### config.mk
export PLATFORM = sky130hd
export DESIGN_NAME = hsp_fifo_param_flat
export DESIGN_NICKNAME = d
export VERILOG_FILES = /design/src/rtl/hsp_fifo_param_if.sv /design/src/rtl/hsp_fifo_param.sv /design/src/flat_wrapper.sv
export SDC_FILE = /design/constraint.sdc
export NUM_CORES = 1
export LEC_CHECK = 0
export BUFFER_PORTS_ARGS = -buffer_cell sky130_fd_sc_hd__buf_2
export CAP_MARGIN = 20
export CORE_ASPECT_RATIO = 0.7
export CORE_MARGIN = 10
export CORE_UTILIZATION = 40
export DETAILED_ROUTE_END_ITERATION = 7
export HOLD_SLACK_MARGIN = 0.03
export REMOVE_ABC_BUFFERS = 1
export SYNTH_ARGS = -nofsm -noshare
export SYNTH_HDL_FRONTEND = slang
export SYNTH_SLANG_ARGS = --single-unit
### constraint.sdc
create_clock -name clk -period 7.8 [get_ports clk]
set_clock_uncertainty 0.2 [all_clocks]
set_input_delay 0.78 -clock clk [delete_from_list [all_inputs] [get_ports clk]]
set_output_delay 0.78 -clock clk [all_outputs]
set_load 0.005 [all_outputs]
### src/rtl/hsp_fifo_param_if.sv
// hsp_fifo_param_if: valid/ready record bus around the HSP FIFO.
//   in_*  : upstream record channel (in_valid/in_ready plus s, q, l, score)
//   out_* : downstream record channel (out_valid/out_ready plus s, q, l, score)
//   slave  modport: the FIFO side (accepts in_*, drives out_* and in_ready)
//   master modport: the surrounding logic (drives in_* and out_ready)
interface hsp_fifo_param_if #(
  parameter int FIELD_W = 8
);
  logic               in_valid;
  logic               in_ready;
  logic [FIELD_W-1:0] in_s;
  logic [FIELD_W-1:0] in_q;
  logic [FIELD_W-1:0] in_l;
  logic [FIELD_W-1:0] in_score;
  logic               out_valid;
  logic               out_ready;
  logic [FIELD_W-1:0] out_s;
  logic [FIELD_W-1:0] out_q;
  logic [FIELD_W-1:0] out_l;
  logic [FIELD_W-1:0] out_score;

  modport slave (
    input  in_valid, in_s, in_q, in_l, in_score, out_ready,
    output in_ready, out_valid, out_s, out_q, out_l, out_score
  );

  modport master (
    output in_valid, in_s, in_q, in_l, in_score, out_ready,
    input  in_ready, out_valid, out_s, out_q, out_l, out_score
  );
endinterface

### src/rtl/hsp_fifo_param.sv
// hsp_fifo_param: first-word-fall-through FIFO for HSP records (s, q, l, score).
//   clk, rst     : clock, asynchronous active-high reset
//   flush        : synchronous clear of pointers/count (wins over push/pop)
//   bus          : hsp_fifo_param_if.slave record channels
//   count        : stored records 0..DEPTH
//   empty/full   : count == 0 / count == DEPTH
//   almost_full  : count >= AF_THRESH
// Records with l == 0 complete the handshake but are not stored.
// Optional macro HSP_FIFO_LOSSY_EN: in_ready tied high, records arriving
// while full are discarded and counted on drop_cnt (saturating, cleared by
// rst and flush).
module hsp_fifo_param #(
  parameter int FIELD_W   = 8,
  parameter int DEPTH     = 16,
  parameter int AF_THRESH = DEPTH - 2
) (
  input  logic                     clk,
  input  logic                     rst,
  input  logic                     flush,
  hsp_fifo_param_if.slave          bus,
  output logic [$clog2(DEPTH):0]   count,
  output logic                     empty,
  output logic                     full,
`ifdef HSP_FIFO_LOSSY_EN
  output logic                     almost_full,
  output logic [15:0]              drop_cnt
`else
  output logic                     almost_full
`endif
);
  localparam int AW = $clog2(DEPTH);
  localparam logic [AW:0] DEPTH_C = DEPTH[AW:0];
  localparam logic [AW:0] AF_C    = AF_THRESH[AW:0];

  logic [4*FIELD_W-1:0] mem [DEPTH];
  logic [AW-1:0]        wr_ptr_q, wr_ptr_d;
  logic [AW-1:0]        rd_ptr_q, rd_ptr_d;
  logic [AW:0]          count_q,  count_d;
  logic                 push, pop, accept;
  logic [4*FIELD_W-1:0] head;

  assign empty       = (count_q == '0);
  assign full        = (count_q == DEPTH_C);
  assign almost_full = (count_q >= AF_C);
  assign count       = count_q;

`ifdef HSP_FIFO_LOSSY_EN
  logic [15:0] drop_q, drop_d;
  logic        drop;
  assign bus.in_ready = 1'b1;
  assign accept       = bus.in_valid;
  // Full is sampled from the registered count, so a same-cycle pop does not
  // rescue an incoming record.
  assign drop         = accept && (bus.in_l != '0) && full;
  assign drop_cnt     = drop_q;
`else
  assign bus.in_ready = !full;
  assign accept       = bus.in_valid && !full;
`endif

  assign push = accept && (bus.in_l != '0) && !full;
  assign pop  = bus.out_valid && bus.out_ready;

  assign bus.out_valid = !empty;
  assign head          = mem[rd_ptr_q];
  assign bus.out_s     = bus.out_valid ? head[4*FIELD_W-1:3*FIELD_W] : '0;
  assign bus.out_q     = bus.out_valid ? head[3*FIELD_W-1:2*FIELD_W] : '0;
  assign bus.out_l     = bus.out_valid ? head[2*FIELD_W-1:FIELD_W]   : '0;
  assign bus.out_score = bus.out_valid ? head[FIELD_W-1:0]           : '0;

  always_comb begin
    wr_ptr_d = wr_ptr_q;
    rd_ptr_d = rd_ptr_q;
    count_d  = count_q;
    if (flush) begin
      wr_ptr_d = '0;
      rd_ptr_d = '0;
      count_d  = '0;
    end else begin
      if (push) wr_ptr_d = wr_ptr_q + 1'b1;
      if (pop)  rd_ptr_d = rd_ptr_q + 1'b1;
      if (push && !pop)      count_d = count_q + 1'b1;
      else if (pop && !push) count_d = count_q - 1'b1;
    end
  end

`ifdef HSP_FIFO_LOSSY_EN
  always_comb begin
    drop_d = drop_q;
    if (flush)                        drop_d = '0;
    else if (drop && (drop_q != '1))  drop_d = drop_q + 1'b1;
  end

  always_ff @(posedge clk or posedge rst) begin
    if (rst) drop_q <= '0;
    else     drop_q <= drop_d;
  end
`endif

  always_ff @(posedge clk or posedge rst) begin
    if (rst) begin
      wr_ptr_q <= '0;
      rd_ptr_q <= '0;
      count_q  <= '0;
    end else begin
      wr_ptr_q <= wr_ptr_d;
      rd_ptr_q <= rd_ptr_d;
      count_q  <= count_d;
    end
  end

  // Storage is not reset.
  always_ff @(posedge clk) begin
    if (push && !flush)
      mem[wr_ptr_q] <= {bus.in_s, bus.in_q, bus.in_l, bus.in_score};
  end
endmodule
### src/flat_wrapper.sv
// flat-port wrapper written by rule: the top's interface ports become plain ports
module hsp_fifo_param_flat 
#(
  parameter int FIELD_W   = 8,
  parameter int DEPTH     = 16,
  parameter int AF_THRESH = DEPTH - 2
)
  (clk, rst, flush, count, empty, full, almost_full, bus_in_valid, bus_in_s, bus_in_q, bus_in_l, bus_in_score, bus_out_ready, bus_in_ready, bus_out_valid, bus_out_s, bus_out_q, bus_out_l, bus_out_score);
  hsp_fifo_param_if #(.FIELD_W(FIELD_W)) bus_i ();
  input  logic clk;
  input  logic rst;
  input  logic flush;
  output logic [$clog2(DEPTH):0] count;
  output logic empty;
  output logic full;
  output logic almost_full;
  input wire logic [$bits(bus_i.in_valid)-1:0] bus_in_valid;
  input wire logic [$bits(bus_i.in_s)-1:0] bus_in_s;
  input wire logic [$bits(bus_i.in_q)-1:0] bus_in_q;
  input wire logic [$bits(bus_i.in_l)-1:0] bus_in_l;
  input wire logic [$bits(bus_i.in_score)-1:0] bus_in_score;
  input wire logic [$bits(bus_i.out_ready)-1:0] bus_out_ready;
  output wire logic [$bits(bus_i.in_ready)-1:0] bus_in_ready;
  output wire logic [$bits(bus_i.out_valid)-1:0] bus_out_valid;
  output wire logic [$bits(bus_i.out_s)-1:0] bus_out_s;
  output wire logic [$bits(bus_i.out_q)-1:0] bus_out_q;
  output wire logic [$bits(bus_i.out_l)-1:0] bus_out_l;
  output wire logic [$bits(bus_i.out_score)-1:0] bus_out_score;
  assign bus_i.in_valid = bus_in_valid;
  assign bus_i.in_s = bus_in_s;
  assign bus_i.in_q = bus_in_q;
  assign bus_i.in_l = bus_in_l;
  assign bus_i.in_score = bus_in_score;
  assign bus_i.out_ready = bus_out_ready;
  assign bus_in_ready = bus_i.in_ready;
  assign bus_out_valid = bus_i.out_valid;
  assign bus_out_s = bus_i.out_s;
  assign bus_out_q = bus_i.out_q;
  assign bus_out_l = bus_i.out_l;
  assign bus_out_score = bus_i.out_score;
  hsp_fifo_param #(.FIELD_W(FIELD_W), .DEPTH(DEPTH), .AF_THRESH(AF_THRESH)) u_core (.clk(clk), .rst(rst), .flush(flush), .bus(bus_i), .count(count), .empty(empty), .full(full), .almost_full(almost_full));
endmodule
Word level (Yosys, flattened, before mapping)
Memories as Yosys holds them, arrays and structs flattened.
Cells that the tools add are included.
Widths: inputs -> output; s select.
{"block": "classes", "add_sub_neg": 4, "multipliers": 0, "div": 0, "n_lt_le_gt_ge": 1, "n_eq_ne": 1, "shift": 0, "mux": 13, "bitwise": 0, "reduce_logical": 17}
{"operator": "$mux 8", "count": 4}
{"operator": "$mux 4", "count": 4}
{"operator": "$mux 5", "count": 3}
{"operator": "$add 4x1->4 const B", "count": 2}
{"operator": "$reduce_bool 8->1", "count": 1}
{"operator": "$logic_and 1x1->1", "count": 7}
{"operator": "$add 5x1->5 const B", "count": 1}
{"operator": "$eq 5x5->1 const B", "count": 1}
{"operator": "$ge 5x4->1 const B", "count": 1}
{"operator": "$logic_not 1->1", "count": 5}
{"operator": "$logic_not 5->1", "count": 1}
{"operator": "$sub 5x1->5 const B", "count": 1}
{"operator": "$reduce_bool 2->1", "count": 2}
{"operator": "$reduce_bool 3->1", "count": 1}
{"operator": "$mux 1", "count": 2}
{"block": "totals", "register_bits": 13, "latchBits": 0, "ram_bits": 512, "mem_bits_ro": 0, "word_cells": 40, "mem_count": 1}
{"memory": "u_core.mem", "depth": 16, "width": 32, "rd": 1, "rd_clocked_by_memory_dff": 0, "wr": 1, "line_no": "hsp_fifo_param.sv:35", "rtl": "logic [4*FIELD_W-1:0] mem [DEPTH];"}

Depth between registers and ports, before layout
Gate-level depths: netlist (run 1).
{"block": "logic_depth", "depth_word": 10, "ltp_mapped": 10, "mapped_depth_nobuf": 9}

Worst setup path after synthesis (run 1)
Ideal clock, no wire load.
{"block": "synth_path", "path_type": "input -> register", "start": "input port bus_in_l[0]", "end": "memory u_core.mem[15][0] (netlist bit), enable pin", "t_arrival_ns": 3.111, "required_time_ns": 7.179, "setup_slack_ns": 4.068, "stages": 5, "path_cell_list": "nor4_1 -> a221oi_1 -> clkbuf_1 -> nand2_1 -> nor2_1"}
{"block": "synth_between", "elab_chain_len": 6}
{"item": "from (decl)", "line_no": "flat_wrapper.sv:20", "rtl": "input wire logic [$bits(bus_i.in_l)-1:0] bus_in_l;"}
{"item": "$reduce_bool 8->1", "line_no": "hsp_fifo_param.sv:61", "rtl": "assign push = accept && (bus.in_l != '0) && !full;"}
{"item": "$logic_and 1x1->1 (2 in series)", "line_no": "hsp_fifo_param.sv:61"}
{"item": "$logic_and 1x1->1", "line_no": "hsp_fifo_param.sv:114", "rtl": "if (push && !flush)"}
{"item": "$mux 1", "line_no": "hsp_fifo_param.sv:114"}
{"item": "$mux 1 (not written as such)", "line_no": "hsp_fifo_param.sv:115", "rtl": "mem[wr_ptr_q] <= {bus.in_s, bus.in_q, bus.in_l, bus.in_score};"}
{"item": "to (decl)", "line_no": "hsp_fifo_param.sv:35"}
No other way between the ends.

Final worst setup path (run 1)
{"block": "layout_path", "start": "register u_core.rd_ptr_q[0]", "end": "output port bus_out_l[6]"}
{"block": "layout_between", "elab_chain_len": 2}
{"item": "from (decl)", "line_no": "hsp_fifo_param.sv:37", "rtl": "logic [AW-1:0] rd_ptr_q, rd_ptr_d;"}
{"item": "from (signal assigned)", "line_no": "hsp_fifo_param.sv:107", "rtl": "rd_ptr_q <= rd_ptr_d;"}
{"item": "$mem_v2 16x32"}
{"item": "$mux 8", "line_no": "hsp_fifo_param.sv:68", "rtl": "assign bus.out_l = bus.out_valid ? head[2*FIELD_W-1:FIELD_W] : '0;"}
{"item": "to (decl)", "line_no": "flat_wrapper.sv:27", "rtl": "output wire logic [$bits(bus_i.out_l)-1:0] bus_out_l;"}
No other way between the ends.

==> impl_metrics.json, run 1 <==
{
  "seq_area_um2": 15700,
  "clkPwrFrac_pct": 32.8,
  "cts.path.max_buffers": 3,
  "antenna_found_initial": 3,
  "start_util_pct": 40.8,
  "crit-reg2reg-launch": "u_core.count[0]$_DFFE_PP0P_",
  "cts_tree": "yes",
  "area_growth_pct": 14.0,
  "synth_edf_count": 512,
  "ctsHoldBuffers": 0,
  "final_util_pct": 46.5,
  "synth_cell_types": 36,
  "drc": 0,
  "worstSetupPathType": "reg -> out",
  "synth_flop_cell": "edfxtp_1",
  "comb_power_share_pct": 20.4,
  "overflow": 0,
  "nNetsFinal": 1012,
  "async_flop_share_pct": 2.48,
  "rsz0062_at_grt": "no",
  "die_y_um": 209,
  "worstRegToRegCells": 9,
  "pwr-share-seq_pct": 46.8,
  "place.gp.congestion": 0.712,
  "pwr_density_cell_nw_per_um2": 299,
  "drive_gt1_share_pct": 34.7,
  "fillers": 4097,
  "wl_per_cell_um": 26.7,
  "grt_max_degree": 112,
  "ctsResizeCount": 0,
  "numClockSinks": 525,
  "layout_min_cycle_time_ns": 4.62,
  "via_per_inst": 5.48,
  "worstSetupStartpoint": "u_core.rd_ptr_q[0]$_DFFE_PP0P_",
  "cp.arrival_ns": 3.64,
  "syn-instance-count": 857,
  "slew_headroom_pct": 28.2,
  "tightestPinTransition_ns": 1.08,
  "placed_area_um2": 21600,
  "ys_warn_count": 0,
  "cts_root_buf": "clkbuf_16",
  "port_buffers": 78,
  "hold_viol": 0,
  "rows": 68,
  "insertion_delay_ns": 0.57,
  "clkTransAtPathRegs_ns": 0.06,
  "synth_seq_cells": 525,
  "grt_pass1_wl_um": 66200,
  "post_synth.cell_area_avg_um2": 23.7,
  "crit_fanout": 111,
  "p_int_mw": 5.17,
  "die_x_um": 289,
  "drt_iter0_markers": 982,
  "p_sw_mw": 1.74,
  "ant_nets": 0,
  "fin_cells": 1667,
  "fin_crit_sh_pct": 59.2,
  "hold_path.class": "in -> async",
  "setup_violations": 0,
  "coreArea_um2": 49800,
  "h-tree-depth": 2,
  "finalMaxSlewViolations": 0,
  "vias": 9142,
  "multiInputGateArea_um2": 4500,
  "wl_um": 44600,
  "maxCapViolCount": 0,
  "io_pins": 79,
  "crit_path_end_kind": "output pin",
  "grtUsageTotal_pct": 14.8,
  "place_inst": 1579,
  "required_ns": 6.82,
  "grt_pass1_vias": 9492,
  "tritoncts.num_buffers": 49,
  "switching_share_pct": 25.2,
  "ir_worst_vdd_uv": 291,
  "hpwl_um": 23600,
  "cp-start-kind": "flip-flop",
  "whs_ns": 0.0680,
  "drtPass1Iterations": 5,
  "netlist_area_um2": 20300,
  "max_freq_ghz": 0.217,
  "design_area_um2": 23100,
  "fin_tns_setup_ns": 0,
  "dieArea_um2": 60300,
  "yosysSeqAreaShare_pct": 77.3,
  "cts_setup_buffers": 0,
  "run_status": "complete, no violations",
  "p_leak_nw": 7.15
}
==> cell usage after synthesis, types with 2 or more instances <==
| cell type | n | area share, % |
|---|---|---|
| xor2_1 | 5 | 0.22 |
| buf_1 | 11 | 0.20 |
| edfxtp_1 | 512 | 76 |
| inv_1 | 6 | 0.11 |
| nand3_1 | 4 | 0.099 |
| nor4_1 | 3 | 0.092 |
| clkbuf_1 | 18 | 0.33 |
| and2_1 | 33 | 1.0 |
| mux2i_1 | 2 | 0.099 |
| nor2_1 | 29 | 0.54 |
| or3_1 | 2 | 0.062 |
| ha_1 | 9 | 0.55 |
| buf_4 | 10 | 0.37 |
| mux4_2 | 160 | 18 |
| xnor2_1 | 3 | 0.13 |
| dfrtp_1 | 13 | 1.6 |
| buf_2 | 4 | 0.099 |
| nand2_1 | 9 | 0.17 |
| a21oi_1 | 7 | 0.17 |
==> flip-flops by register name (all words and copies together), names as in the netlist <==
signal	cells
u_core.count	5
u_core.wr_ptr_q	4
u_core.mem	512
u_core.rd_ptr_q	4
==> layer usage <==
| metal | GRT usage [%] | vias to the layer above | part of all wire, % |
|---|---|---|---|
| met4 | 2.47 | 2 | 1.1 |
| met5 | 0 | - | 0.029 |
| li1 | - | 3849 | - |
| met1 | 22.3 | 4978 | 46 |
| met3 | 3.02 | 44 | 6.7 |
| met2 | 22.2 | 269 | 46 |
==> final cells by class <==
cell class	count	share of cell area, %
Sequential cell	525	67.9
Multi-Input combinational cell	282	19.4
Clock buffer	59	5.55
Tap cell	665	3.59
Timing Repair Buffer	101	2.49
Clock inverter	26	0.935
Inverter	6	0.0973
Antenna cell	3	0.0324
==> logic make-up after synthesis <==
group | synth area share (%)
and+or+nand+nor | 2.24
muxes | 17.9
adders and majority gates | 0.653
buffers and inverters | 1.17
DFF | 77.3
xor gates and xnor gates | 0.345
AOI/OAI and AO/OA | 0.400
==> power by group through the flow <==
stage | clock network [mW] | logic, mW | registers [mW]
floorplan | 0 | 0.978 | 3.41
global placement | 0 | 1.46 | 3.30
detailed placement | 0 | 1.46 | 3.30
CTS | 2.32 | 1.47 | 3.24
global route | 2.45 | 1.55 | 3.25
finish | 2.27 | 1.41 | 3.24
==> worst max-delay path, cell delays in order (launching register included) <==
cell     delay [ns]
dfrtp_4        0.71
buf_12         0.62
mux4_2         0.62
mux4_2         0.55
and2_1         0.19
buf_2          0.12
==> final timing paths <==
check                           slack [ns]                        endpoint
worst max-delay path                  3.18                    bus_out_l[6]
worst min-delay path                  0.07     u_core.count[3]$_DFFE_PP0P_
worst max register to register        4.45     u_core.count[4]$_DFFE_PP0P_
worst min register to register        0.42  u_core.wr_ptr_q[3]$_DFFE_PP0P_
max in group asynchronous             6.90  u_core.rd_ptr_q[1]$_DFFE_PP0P_
min in group clk                      0.33  u_core.rd_ptr_q[1]$_DFFE_PP0P_
==> layout by cell type, fill, tap and decap left out, drive strengths merged, types with 2 or more instances in the layout <==
master	synthesis	routed
a21oi	7	7
and2	33	33
buf	26	101
bufinv	0	3
clkbuf	18	59
clkinv	0	21
dfrtp	13	13
diode	0	3
edfxtp	512	512
ha	9	9
inv	6	8
mux2i	2	2
mux4	160	160
nand2	9	9
nand3	4	4
nor2	29	29
nor4	3	3
o21ai	2	2
or3	2	2
xnor2	3	3
xor2	5	5
==> through the flow <==
step	setup WS, ns	power [mW]
after floorplan	0.546	4.39
after global placement	3.72	4.76
after detailed placement	3.71	4.77
after CTS	3.09	7.03
after global routing	2.93	7.25
final	3.18	6.92
Power figures use the tool's default switching activity.
==> run 2, diff against run 1 <==
ABC_AREA = 1   (was default)
clock period = 4.1 ns   (was 7.8 ns; I/O delays follow)
==> impl_metrics.json, run 2 <==
{
  "slew_headroom_pct": 19.9,
  "overflow": 0,
  "cts_tree": "yes",
  "cts.path.max_buffers": 3,
  "vias": 13967,
  "grt_max_degree": 194,
  "hold_path.class": "in -> reg",
  "slowest_delay_ns": 0.46,
  "placed_area_um2": 22700,
  "synth_common_cells": "670 x nand2_1, 512 x edfxtp_1, 398 x nand3_1, 38 x a21oi_1, 30 x buf_2",
  "synth_seq_cells": 525,
  "run_status": "complete, no violations",
  "p_leak_nw": 8.87,
  "antenna_cells": 0,
  "yosysMostFrequentCell": "nand2_1",
  "insertion_delay_ns": 0.57,
  "maxCapViolCount": 0,
  "crit_fanout": 193,
  "p_total_mw": 13.1,
  "final_util_pct": 45.7,
  "place.gp.congestion": 0.787,
  "tightestPinTransition_ns": 1.20,
  "via_per_inst": 5.20,
  "slowest_stage": "dfrtp_4",
  "area_growth_pct": 13.3,
  "design_area_um2": 24500,
  "ys_top_cells_by_area": "edfxtp_1 71%, nand2_1 12%, nand3_1 9.2%",
  "finalMaxSlewViolations": 0,
  "post_synth.cell_area_avg_um2": 11.8,
  "ir_worst_vdd_uv": 312,
  "met2_length_um": 24200,
  "die_y_um": 214,
  "largest_register_ffs": 512,
  "grtUsageTotal_pct": 16.9,
  "coreArea_um2": 53600,
  "regMostFlops": "u_core.mem",
  "layout_common_cells": "670 x nand2_1, 512 x edfxtp_1, 398 x nand3_1, 78 x buf_2, 49 x clkbuf_16",
  "cp-start-kind": "flip-flop",
  "syn-instance-count": 1825,
  "numClockSinks": 525,
  "hpwl_um": 28900,
  "fin_crit_sh_pct": 89.4,
  "worstSetupPathType": "reg -> out",
  "netlist_area_um2": 21600,
  "ant_nets": 0,
  "dieArea_um2": 63900,
  "h-tree-depth": 2,
  "synth_flop_cell": "edfxtp_1",
  "drive_gt1_share_pct": 11.0,
  "ys_warn_count": 0,
  "io_pins": 79,
  "required_ns": 3.49,
  "async_flop_share_pct": 2.48,
  "grt_pass1_wl_um": 84800,
  "routed-wl-met3_um": 3910,
  "cp.arrival_ns": 3.06,
  "hold_viol": 0,
  "clkTransAtPathRegs_ns": 0.06,
  "dr.max_layer_used": "met4",
  "tritoncts.num_buffers": 49,
  "die_x_um": 298,
  "start_util_pct": 40.3,
  "rows": 71,
  "grt_pass1_vias": 13683,
  "synth_cell_types": 26,
  "crit_path_end_kind": "output pin",
  "drt_iter0_markers": 1374,
  "synth_largest_area_cell": "edfxtp_1",
  "nNetsFinal": 1965,
  "synth_edf_count": 512,
  "path_common_cell": "nand2_1",
  "rsz0062_at_grt": "no",
  "drtPass1Iterations": 5,
  "port_buffers": 78,
  "ctsResizeCount": 0,
  "antenna_found_initial": 0,
  "wl_um": 55100,
  "crit_chain": "buf_12, nand2_1, nand3_1, nand3_1, nand2_1, nand2_1, a21oi_1, buf_2",
  "layout_commonest_cell": "nand2_1",
  "max_freq_ghz": 0.273,
  "setup_violations": 0,
  "yosysTopAreaCellShare_pct": 71.2,
  "wl_per_cell_um": 20.5,
  "drt-met1-wl_um": 25800,
  "layout_min_cycle_time_ns": 3.67,
  "yosysSeqAreaShare_pct": 72.7,
  "drc": 0,
  "cts_root_buf": "clkbuf_16",
  "pwr_density_cell_nw_per_um2": 536
}
run 2: worst max-delay path, delay by kind of cell, from the launching register on:
| kind | cells | cell delay, ns |
|---|---|---|
| flops | 1 | 0.46 |
| simple gates | 5 | 0.52 |
| buf+inv | 2 | 0.67 |
| compound gates | 1 | 0.39 |
run 2: per-layer routing:
layer	track usage (%)	up-vias
met1	25.2	6841
met2	25.3	463
met5	0	-
met3	2.69	85
li1	-	6578
met4	4.50	0
run 2: per-stage QoR:
stage | hold slack (ns) | worst slack, ns | std cells | TNS, ns
2_1_floorplan | 0.0870 | -3.16 | 1714 | -108.86
5_1_grt | 0.0437 | 0.251 | 2687 | 0
4_1_cts | 0.0301 | 0.435 | 2687 | 0
6_report | 0.0462 | 0.433 | 2687 | 0
3_5_place_dp | 0.297 | 0.873 | 2567 | 0
3_3_place_gp | 0.293 | 0.936 | 2567 | 0
run 2: cells by family (layout without fill, tap and decap cells):
family / after synthesis / count (layout) / share of synthesized area (%)
buf+inv: 133 / 265 / 3.76
compound gates: 47 / 47 / 1.11
flops: 525 / 525 / 72.7
xor+xnor: 2 / 2 / 0.0811
simple gates: 1108 / 1108 / 21.8
fa+ha+maj: 10 / 10 / 0.614
run 2: where the power goes:
part / internal, mW / switching, mW / leakage (nW)
registers: 5.99 / 0.0810 / 4.78
clock network: 2.39 / 1.93 / 0.717
logic: 0.868 / 1.86 / 3.38
run 2: final cells by class:
type,count,area (um^2)
Clock buffer,63,1280
Clock inverter,27,204
Fill cell,4804,29100
Inverter,22,90.1
Multi-Input combinational cell,1167,5190
Sequential cell,525,15700
Tap cell,730,913
Timing Repair Buffer,153,1100
run 2: what timing repair did:
| item | 4_1_cts | 5_1_grt |
|---|---|---|
| endpoints found under the hold margin | 458 | 0 |
| setup buffers | 0 | 0 |
| hold buffers | 30 | 0 |
| setup endpoints to repair | 0 | 0 |
run 2: path summary, 6_finish.rpt:
| kind | from | endpoint | slack (ns) | cells after the start |
|---|---|---|---|---|
| worst max-delay path | u_core.rd_ptr_q[0]$_DFFE_PP0P_ | bus_out_l[5] | 0.43 | 8 |
| worst min-delay path | bus_in_s[3] | u_core.mem[10][27]$_DFFE_PP_ | 0.05 | 1 |
| worst max register to register | u_core.count[0]$_DFFE_PP0P_ | u_core.mem[12][2]$_DFFE_PP_ | 1.10 | 9 |
| worst min register to register | u_core.count[3]$_DFFE_PP0P_ | u_core.count[3]$_DFFE_PP0P_ | 0.41 | 2 |
| max in group asynchronous | rst | u_core.rd_ptr_q[1]$_DFFE_PP0P_ | 3.03 | 3 |
| min in group asynchronous | rst | u_core.count[3]$_DFFE_PP0P_ | 0.24 | 3 |
==> run 3, diff against run 2 <==
HOLD_SLACK_MARGIN = 0.08   (was 0.03)
==> impl_metrics.json, run 3 (synthesized netlist as in run 2, its figures left out) <==
{
  "vias": 14102,
  "clkTransAtPathRegs_ns": 0.06,
  "tritoncts.num_buffers": 49,
  "h-tree-depth": 2,
  "run_status": "complete, no violations",
  "antenna_cells": 0,
  "crit_fanout": 193,
  "drc": 0,
  "p_leak_nw": 8.89,
  "io_pins": 79,
  "fin_crit_sh_pct": 88.9,
  "via_per_inst": 5.24,
  "cts_root_buf": "clkbuf_16",
  "pwr_density_cell_nw_per_um2": 535,
  "cp-start-kind": "flip-flop",
  "overflow": 0,
  "layout_commonest_cell": "nand2_1",
  "slew_headroom_pct": 18.1,
  "design_area_um2": 24500,
  "ant_nets": 0,
  "antenna_found_initial": 0,
  "grtUsageTotal_pct": 16.9,
  "layout_common_cells": "670 x nand2_1, 512 x edfxtp_1, 398 x nand3_1, 78 x buf_2, 49 x clkbuf_16",
  "die_x_um": 298,
  "cp.arrival_ns": 3.03,
  "port_buffers": 78,
  "hold_path.class": "in -> reg",
  "area_growth_pct": 13.5,
  "worstSetupPathType": "reg -> out",
  "numClockSinks": 525,
  "ctsHoldBuffers": 34,
  "layout_min_cycle_time_ns": 3.64,
  "nNetsFinal": 1969,
  "hold_viol": 0,
  "coreArea_um2": 53600,
  "wl_um": 55200,
  "wl_per_cell_um": 20.5,
  "cts_setup_buffers": 0,
  "regMostFlops": "u_core.mem",
  "ir_worst_vdd_uv": 312,
  "fin_tns_setup_ns": 0,
  "rows": 71,
  "drive_gt1_share_pct": 11.0,
  "crit_path_end_kind": "output pin",
  "place.gp.congestion": 0.787,
  "rsz0062_at_grt": "no",
  "start_util_pct": 40.3,
  "hpwl_um": 28900,
  "setup_violations": 0,
  "dieArea_um2": 63900,
  "drt_iter0_markers": 1460,
  "max_freq_ghz": 0.274,
  "required_ns": 3.49,
  "placed_area_um2": 22700,
  "drtPass1Iterations": 5,
  "insertion_delay_ns": 0.57,
  "grt_pass1_vias": 13704,
  "die_y_um": 214,
  "cts.path.max_buffers": 3,
  "finalMaxSlewViolations": 0,
  "cts_tree": "yes",
  "grt_max_degree": 194,
  "grt_pass1_wl_um": 84900,
  "tightestPinTransition_ns": 1.23,
  "maxCapViolCount": 0,
  "ctsResizeCount": 0,
  "largest_register_ffs": 512
}
run 3: cell type report:
class / count / area (um^2)
clock buffer: 63 / 1280
clock inverter: 27 / 204
fill: 4803 / 29000
inverter: 22 / 90.1
multi-input combinational: 1167 / 5190
sequential: 525 / 15700
tap: 730 / 913
timing repair buffer: 157 / 1140
run 3: routing by layer:
layer  GRT usage (%)  wire length (um)  up-vias
li1                -                 -     6590
met1            25.3             25700     6928
met2            25.4             24300      504
met3            2.66              3980       80
met4            4.33              1200        0
met5               0                 0        -
run 3: power by group:
group          total [mW]  switching (mW)  internal (mW)
Clock                4.32            1.93           2.39
Sequential           6.07          0.0812           5.99
Combinational        2.74            1.86          0.871
Total                13.1            3.87           9.24
run 3: worst paths after layout:
| check | depth (start not counted) | end | slack [ns] | from |
|---|---|---|---|---|
| min in group asynchronous | 3 | u_core.count[3]$_DFFE_PP0P_ | 0.24 | rst |
| worst max-delay path | 8 | bus_out_l[5] | 0.46 | u_core.rd_ptr_q[0]$_DFFE_PP0P_ |
| max in group asynchronous | 3 | u_core.rd_ptr_q[1]$_DFFE_PP0P_ | 3.03 | rst |
| worst min-delay path | 4 | u_core.rd_ptr_q[1]$_DFFE_PP0P_ | 0.12 | bus_out_ready |
| worst min register to register | 2 | u_core.count[3]$_DFFE_PP0P_ | 0.41 | u_core.count[3]$_DFFE_PP0P_ |
| worst max register to register | 9 | u_core.mem[12][2]$_DFFE_PP_ | 1.11 | u_core.count[0]$_DFFE_PP0P_ |
run 3: worst max-delay path: stages (launching register included):
cell     delay [ns]
dfrtp_4        0.46
buf_12         0.44
nand2_1        0.11
nand3_1        0.13
nand3_1        0.10
nand2_1        0.13
nand2_1        0.06
a21oi_1        0.37
buf_2          0.20
run 3: stage by stage:
stage          hold WS (ns)  util, %  instances  setup WS (ns)  total power, mW
6_report              0.121     45.8       2691          0.456             13.1
5_1_grt               0.131     45.8       2691          0.251             13.8
4_1_cts              0.0904     45.8       2691          0.435             13.2
3_5_place_dp          0.297     42.4       2567          0.873             8.92
3_3_place_gp          0.293     42.4       2567          0.936             8.89
2_1_floorplan        0.0870        -       1714          -3.16             7.94
